$ cat config.mk
export PLATFORM = sky130hd
export DESIGN_NAME = match_pair_collector
export DESIGN_NICKNAME = d
export VERILOG_FILES = /design/src/rtl/match_pair_collector.sv
export SDC_FILE = /design/constraint.sdc
export NUM_CORES = 2
export LEC_CHECK = 0
export BUFFER_PORTS_ARGS = -buffer_cell sky130_fd_sc_hd__buf_2
export CORE_ASPECT_RATIO = 1.2
export CORE_MARGIN = 3
export CORE_UTILIZATION = 24
export DETAILED_ROUTE_END_ITERATION = 6
export PLACE_DENSITY = 0.48
export SETUP_SLACK_MARGIN = 0.1
export SYNTH_ARGS = -nofsm -noshare
export SYNTH_HDL_FRONTEND = slang
export SYNTH_SLANG_ARGS = --single-unit
$ cat constraint.sdc
create_clock -name i_clk -period 7.1 [get_ports i_clk]
set_input_delay 1.42 -clock i_clk [delete_from_list [all_inputs] [get_ports i_clk]]
set_output_delay 1.42 -clock i_clk [all_outputs]
set_load 0.05 [all_outputs]
$ cat src/rtl/match_pair_collector.sv
// Matched keypoint pair collector: depth-filters incoming pairs per frame, buffers them
// in a FIFO for the pose solver, and reports per-frame accept/drop statistics.
module match_pair_collector #(
  parameter int DEPTH = 64,
  parameter int CNT_W = 10
) (
  input  logic             i_clk,
  input  logic             i_rst,
  input  logic             i_frame_start,
  input  logic             i_frame_end,
  input  logic             i_valid,
  input  logic [9:0]       i_src_coor_x,
  input  logic [9:0]       i_src_coor_y,
  input  logic [9:0]       i_src_depth,
  input  logic [9:0]       i_dst_coor_x,
  input  logic [9:0]       i_dst_coor_y,
  input  logic [9:0]       i_dst_depth,
  output logic             o_valid,
  input  logic             i_ready,
  output logic [9:0]       o_src_coor_x,
  output logic [9:0]       o_src_coor_y,
  output logic [9:0]       o_src_depth,
  output logic [9:0]       o_dst_coor_x,
  output logic [9:0]       o_dst_coor_y,
  output logic [9:0]       o_dst_depth,
  output logic             o_frame_done,
  output logic [CNT_W-1:0] o_match_count,
  output logic [CNT_W-1:0] o_drop_count,
  output logic             o_overflow,
  output logic             o_proto_err
);

  localparam int AW = $clog2(DEPTH);
  localparam int PW = AW + 1;
  localparam int DW = 60;

  localparam logic [1:0] ST_IDLE    = 2'd0;
  localparam logic [1:0] ST_COLLECT = 2'd1;
  localparam logic [1:0] ST_DRAIN   = 2'd2;

  logic [1:0]       state_q, state_d;
  logic [PW-1:0]    wr_ptr_q, wr_ptr_d;
  logic [PW-1:0]    rd_ptr_q, rd_ptr_d;
  logic [CNT_W-1:0] match_q, match_d;
  logic [CNT_W-1:0] drop_q, drop_d;
  logic             ovf_q, ovf_d;
  logic             perr_q, perr_d;
  logic [DW-1:0]    mem_q [DEPTH];

  logic          empty, full, push, pop, depth_ok;
  logic [DW-1:0] wdata, head;

  function automatic logic [CNT_W-1:0] sat_inc(input logic [CNT_W-1:0] v);
    return (&v) ? v : v + CNT_W'(1);
  endfunction

  assign empty    = (wr_ptr_q == rd_ptr_q);
  assign full     = (wr_ptr_q[AW] != rd_ptr_q[AW]) &&
                    (wr_ptr_q[AW-1:0] == rd_ptr_q[AW-1:0]);
  assign pop      = !empty && i_ready;
  assign depth_ok = (i_src_depth != 10'd0) && (i_dst_depth != 10'd0);
  assign wdata    = {i_src_coor_x, i_src_coor_y, i_src_depth,
                     i_dst_coor_x, i_dst_coor_y, i_dst_depth};

  always_comb begin
    state_d = state_q;
    match_d = match_q;
    drop_d  = drop_q;
    ovf_d   = ovf_q;
    perr_d  = perr_q;
    push    = 1'b0;
    case (state_q)
      ST_IDLE: begin
        if (i_frame_end) perr_d = 1'b1;
        if (i_frame_start) begin
          state_d = ST_COLLECT;
          match_d = '0;
          drop_d  = '0;
          ovf_d   = 1'b0;
        end
      end
      ST_COLLECT: begin
        // Full is the registered flag: a same-cycle pop never makes room for this push.
        if (i_valid) begin
          if (!depth_ok) begin
            drop_d = sat_inc(drop_q);
          end else if (full) begin
            drop_d = sat_inc(drop_q);
            ovf_d  = 1'b1;
          end else begin
            push    = 1'b1;
            match_d = sat_inc(match_q);
          end
        end
        if (i_frame_start) perr_d = 1'b1;
        if (i_frame_end) state_d = ST_DRAIN;
      end
      ST_DRAIN: begin
        if (i_frame_start || i_frame_end) perr_d = 1'b1;
        if (empty) state_d = ST_IDLE;
      end
      default: state_d = ST_IDLE;
    endcase
    wr_ptr_d = wr_ptr_q + PW'(push);
    rd_ptr_d = rd_ptr_q + PW'(pop);
  end

  always_ff @(posedge i_clk) begin
    if (i_rst) begin
      state_q  <= ST_IDLE;
      wr_ptr_q <= '0;
      rd_ptr_q <= '0;
      match_q  <= '0;
      drop_q   <= '0;
      ovf_q    <= 1'b0;
      perr_q   <= 1'b0;
    end else begin
      state_q  <= state_d;
      wr_ptr_q <= wr_ptr_d;
      rd_ptr_q <= rd_ptr_d;
      match_q  <= match_d;
      drop_q   <= drop_d;
      ovf_q    <= ovf_d;
      perr_q   <= perr_d;
    end
  end

  always_ff @(posedge i_clk) begin
    if (push && !i_rst) mem_q[wr_ptr_q[AW-1:0]] <= wdata;
  end

  // Head is masked while empty so stale entries never leak onto the output bus.
  assign head = empty ? '0 : mem_q[rd_ptr_q[AW-1:0]];

  assign {o_src_coor_x, o_src_coor_y, o_src_depth,
          o_dst_coor_x, o_dst_coor_y, o_dst_depth} = head;

  assign o_valid       = !empty;
  assign o_frame_done  = (state_q == ST_DRAIN) && empty;
  assign o_match_count = match_q;
  assign o_drop_count  = drop_q;
  assign o_overflow    = ovf_q;
  assign o_proto_err   = perr_q;

endmodule

# ---- Yosys cells after proc, flatten, opt, wreduce, memory -nomap -nowiden
# Memory sizes are Yosys's and may differ from the RTL's. A register that Yosys moved wholly into a read port is not among the register bits.
# Index checks and enable logic that the tools add are counted.
dict set report totals {
  register_bits 38
  ramBits 3840
  input_bits 66
  out_inout_bits 84
  wordCells 81
  memories 1
}
dict set report classes {
  n_addsub 4
  eq_ne 17
  mux 32
  reduce_logical 20
}
# name words width rd rd_clocked_by_memory_dff write_ports line
set mem_list {}
lappend mem_list {mem_q 64 60 1 1 1 48} ;# logic [DW-1:0] mem_q [DEPTH];
# operator count
set ops {}
lappend ops {{$mux W10} 9}
lappend ops {{$mux W60} 1}
lappend ops {{$pmux W10 S2} 2}
lappend ops {{$ne A2 B2 Y1 const B} 11}
lappend ops {{$add A10 B1 Y10 const B} 2}
lappend ops {{$reduce_and A10 Y1} 2}
lappend ops {{$reduce_bool A10 Y1} 2}
lappend ops {{$add A7 B1 Y7} 2}
lappend ops {{$mux W1} 13}
lappend ops {{$reduce_and A4 Y1} 2}
lappend ops {{$eq A7 B7 Y1} 1}
lappend ops {{$eq A6 B6 Y1} 1}
lappend ops {{$mux W2} 3}
lappend ops {{$mux W6} 1}
lappend ops {{$pmux W2 S3} 1}
lappend ops {{$reduce_and A6 Y1} 1}
lappend ops {{$logic_and A1 B1 Y1} 5}
lappend ops {{$reduce_and A5 Y1} 1}
lappend ops {{$ne A3 B3 Y1 const B} 1}
lappend ops {{$pmux W1 S3} 1}
lappend ops {{$reduce_and A3 Y1} 1}
lappend ops {{$reduce_bool A3 Y1} 1}
lappend ops {{$eq A2 B1 Y1 const B} 1}
lappend ops {{$eq A2 B2 Y1 const B} 1}
lappend ops {{other kinds (6)} 7}

# ---- Longest topological paths before layout
dict set report depth {
  depth_word 9
  ltp_mapped 12
  ltp_nobuf 10
}

# ---- Least setup slack after synthesis
# Ideal clock, no wire load.
dict set report synth_path {
  path_type {input-to-reg}
  start {input i_dst_depth[4]}
  end {memory mem_q[10][0] (enable)}
  setup_ns 0.478
  t_arrival_ns 4.911
  t_required_ns 6.622
  slack_ns 1.711
  cell_stages 6
  n_path_buf 0
  path_cell_list {nor4_1 > nand3_1 > o41ai_4 > nor3_2 > nand4b_1 > nor2_1}
}
dict set report synth_between {
  elab_chain_len 8
}
# element line
set synth_rtl {}
lappend synth_rtl {{start, declared} 17} ;# input logic [9:0] i_dst_depth,
lappend synth_rtl {{$reduce_bool A10 Y1} 61} ;# assign depth_ok = (i_src_depth != 10'd0) && (i_dst_depth != 10'd0);
lappend synth_rtl {{$logic_and A1 B1 Y1} 61}
lappend synth_rtl {{$mux W1} 85} ;# if (!depth_ok) begin
lappend synth_rtl {{$mux W1} 84} ;# if (i_valid) begin
lappend synth_rtl {{$mux W1} 72} ;# case (state_q)
lappend synth_rtl {{$logic_and A1 B1 Y1} 129} ;# if (push && !i_rst) mem_q[wr_ptr_q[AW-1:0]] <= wdata;
lappend synth_rtl {{$mux W1} 129}
lappend synth_rtl {{$mux W1 (not written as such)} 129}
lappend synth_rtl {{end, declared} 48}
# Every way passes these cells.

# ---- Worst setup path after layout
dict set report layout_path {
  start {register rd_ptr_q[3]}
  end {output o_src_coor_x[6]}
}
dict set report layout_between {
  elab_chain_len 2
}
# element line
set layout_rtl {}
lappend layout_rtl {{start, declared} 43} ;# logic [PW-1:0] rd_ptr_q, rd_ptr_d;
lappend layout_rtl {{start signal, assigned} 120} ;# rd_ptr_q <= rd_ptr_d;
lappend layout_rtl {{$eq A7 B7 Y1} 57} ;# assign empty = (wr_ptr_q == rd_ptr_q);
lappend layout_rtl {{$mux W60} 133} ;# assign head = empty ? '0 : mem_q[rd_ptr_q[AW-1:0]];
lappend layout_rtl {{end, declared} 20} ;# output logic [9:0] o_src_coor_x,
# Every way passes these cells.

==> out/qor.yml <==
outcome:
  status: "complete, no violations"
critical_path:
  end_kind: "output port"
  cp-start-kind: "register"
  reg2regPathDepth: 7
  crit_required_ns: 5.68
  cp_data_arrival_time_ns: 5.39
  crit_type: "register to output port"
  r2r_slack_ns: 1.85
  r2r_start: "rd_ptr_q[0]"
  crit_path_max_fanout: 33
  rr_endpoint: "mem_q[39][47]"
placed_design:
  postPlaceCellArea_um2: 159200
  portBuffers: 149
  dp_hpwl_um: 256900
  dp_slack_ns: 1.101
  gp_routability_congestion: 0.7536
  numPlacedInstances: 14475
sta:
  max_freq_mhz: 146.8
  setup_viol_count_final: 0
  rsz0062_at_grt: "false"
  skew_ns: 0.08876
  finalCritPeriodShare: 0.9598
  finalCriticalPeriod_ns: 6.814
  finalHoldViolations: 0
  tightest_slew_ns: 1.392
  worst_slew_margin_rel: 0.06990
  tns_ns: 0
  setup_ws_ns: 0.2858
  slew_violations: 0
cts:
  clkSinkCount: 3878
  clock_latency_ns: 1.04
  clk_pin_slew_ns: 0.06
  clock-root-buffer: "clkbuf_16"
  cts_tree: "built"
  cts-resized-gates: 0
  cts_max_level: 5
  cts_buffers: 374
  post_cts_buffers: 0
  ctsHoldBuffers: 0
  cts_max_path_buffers: 4
power_and_ir_drop:
  clockPowerShare: 0.415
  ir_worst_vdd_mv: 0.1915
  powerDensity_nw_per_um2: 279.3
  p_int_uw: 37330
  p_switching_uw: 10520
  switching_share: 0.2199
  power.total_uw: 47850
  seq_power_share: 0.526
  p_comb_frac: 0.059
  p_leak_uw: 0.05039
die:
  start_util: 0.2415
  core_area_um2: 607000
  die_w_um: 719.5
  placementRows: 313
  io_pins: 150
  chipHeight_um: 862.2
  die_area_um2: 620400
global_route:
  grt_pass1_vias: 74393
  grt_pass1_wl_um: 631800
  antenna_found_initial: 37
  overflow: 0
  track_usage: 0.1445
  grt_start_max_net_pins: 139
detailed_routing:
  wl_per_cell_um: 30.27
  antenna_left: 0
  routed_wl_um: 460100
  firstDrtPassIters: 6
  vias: 71552
  drtIter0Drc: 6822
  drcViolationCount: 0
  vias_per_cell: 4.708
yosys:
  ys_warn_count: 0
  syn_nets: 6457
  netlist_area_um2: 146600
  ys_ff_latch: 3878
  yosysTopAreaCell: "edfxtp_1"
  synthSimpleGateAreaFrac: 0.01273
  avgSynthCellArea_um2: 22.96
  synth_enable_flop_cells: 3840
  yosys_most_used_dff: "edfxtp_1"
  synthesis.instances: 6385
  synth_xor_area_frac: 0.0009558
  async_flop_share: 0
  synthMuxAreaShare: 0.1512
  yosysTopAreaCellShare: 0.7865
  synth_compound_area_frac: 0.03217
  synth_area_leaders: "edfxtp_1, mux4_2, a22oi_1"
  synth_cell_types: 60
  synth-adder-area-share: 0.0005120
  synth_top_family_by_area: "multiplexers"
  yosysSeqAreaShare: 0.7917
final_layout:
  final_cell_mix: "edfxtp_1, mux4_2, clkbuf_16"
  drive_gt1_frac: 0.2764
  fin_cells: 15198
  design_area_um2: 171300
  fillerInstances: 59248
  layout_commonest_cell: "edfxtp_1"
  nets: 6891
  area_growth_pct: 16.85
min_path:
  hold_class: "register to register"
  hold_start: "o_proto_err"
  timing.hold.worst_path_depth: 2
  holdPathEnd: "o_proto_err"
run:
  cap_violations: 0
[how the worst max path moves through the flow]
stage / start / end / slack (ns) / cells past startpoint
2_1_floorplan: i_dst_depth[4] / mem_q[10][0] / 1.71 / 6
3_3_place_gp: i_dst_depth[2] / mem_q[39][47] / 1.13 / 8
3_5_place_dp: i_dst_depth[2] / mem_q[39][47] / 1.10 / 8
4_1_cts: rd_ptr_q[3] / o_src_coor_x[6] / 0.26 / 8
5_1_grt: rd_ptr_q[3] / o_src_coor_x[6] / 0.16 / 8
6_report: rd_ptr_q[3] / o_src_coor_x[6] / 0.29 / 8
[flip-flops by register name, summed over array words and instances (netlist names)]
signal,count
mem_q,3840
o_drop_count,10
o_match_count,10
rd_ptr_q,7
wr_ptr_q,7
state_q,2
o_overflow,1
o_proto_err,1
[power groups by stage]
stage                     registers [uW]  logic, uW  clock network [uW]
after CTS                          25200       2920               20300
after detailed placement           25700       2910                   0
after global routing               25200       3030               21200
final                              25200       2820               19800
after floorplan                    25700       1830                   0
after global placement             25700       2890                   0
[routing by layer]
metal	GRT usage	routed length, um	vias to the layer above	share of wire
met5	0	77	-	0.00017
met4	0.04912	17000	12	0.037
met3	0.02051	24480	652	0.053
met2	0.2546	234900	2406	0.51
met1	0.1818	183600	40054	0.40
li1	-	-	28428	-
[synthesized netlist by cell type (all sizes together), types with 2 or more instances]
cell	n
o31ai	8
o41ai	3
o311ai	2
ha	6
clkbuf	203
a31oi	3
o22ai	112
a221oi	10
nor2b	11
nand3	78
nand4	13
buf	159
and3	3
or3	6
xor2	11
or4	10
a21oi	150
nor3	5
or3b	3
o21ai	23
a32oi	2
and2	6
nand2b	5
xnor2	5
a311o	53
nand2	149
inv	9
o211ai	6
dfxtp	38
nor3b	2
nor4	4
a22oi	231
mux2i	82
a211oi	61
edfxtp	3840
nor2	98
a22o	3
nand3b	8
mux4	948
a21boi	2
a211o	2
a21o	2
[critical path, stage by stage, from the launching register on]
cell     delay [ns]
dfxtp_4        0.85
xor2_1         0.16
nor4_2         0.71
nand3_2        0.42
nand3_4        0.60
buf_4          0.48
a21oi_1        0.08
a311o_1        0.66
buf_2          0.38
[per-stage QoR]
step | utilization | hold WS [ns]
2_1_floorplan | - | 0.4705
3_3_place_gp | 0.2623 | 0.4707
3_5_place_dp | 0.2623 | 0.4743
4_1_cts | 0.2821 | 0.4859
5_1_grt | 0.2822 | 0.5095
6_report | 0.2822 | 0.4833
[kinds of logic (layout without fill, tap and decap cells)]
logic type      count (synthesis)  in the layout
flops                        3878           3878
mux                          1030           1030
compound gates                680            680
simple gates                  404            404
buf+inv                       371           1117
xor+xnor                       16             16
fa+ha+maj                       6              6
other cells                     0             35
[final cells by class]
class	count	area, um^2	share of cell area
flip-flops and latches	3878	116100	0.6776
diodes	35	87.58	0.0005112
multi-input cells	2136	29570	0.1726
clock buffers	469	9843	0.05746
clock inverters	219	2165	0.01263
inverters	9	41.29	0.0002410
repair buffers	420	3481	0.02032
well taps	8032	10050	0.05866
Power figures use the tool's default switching activity.
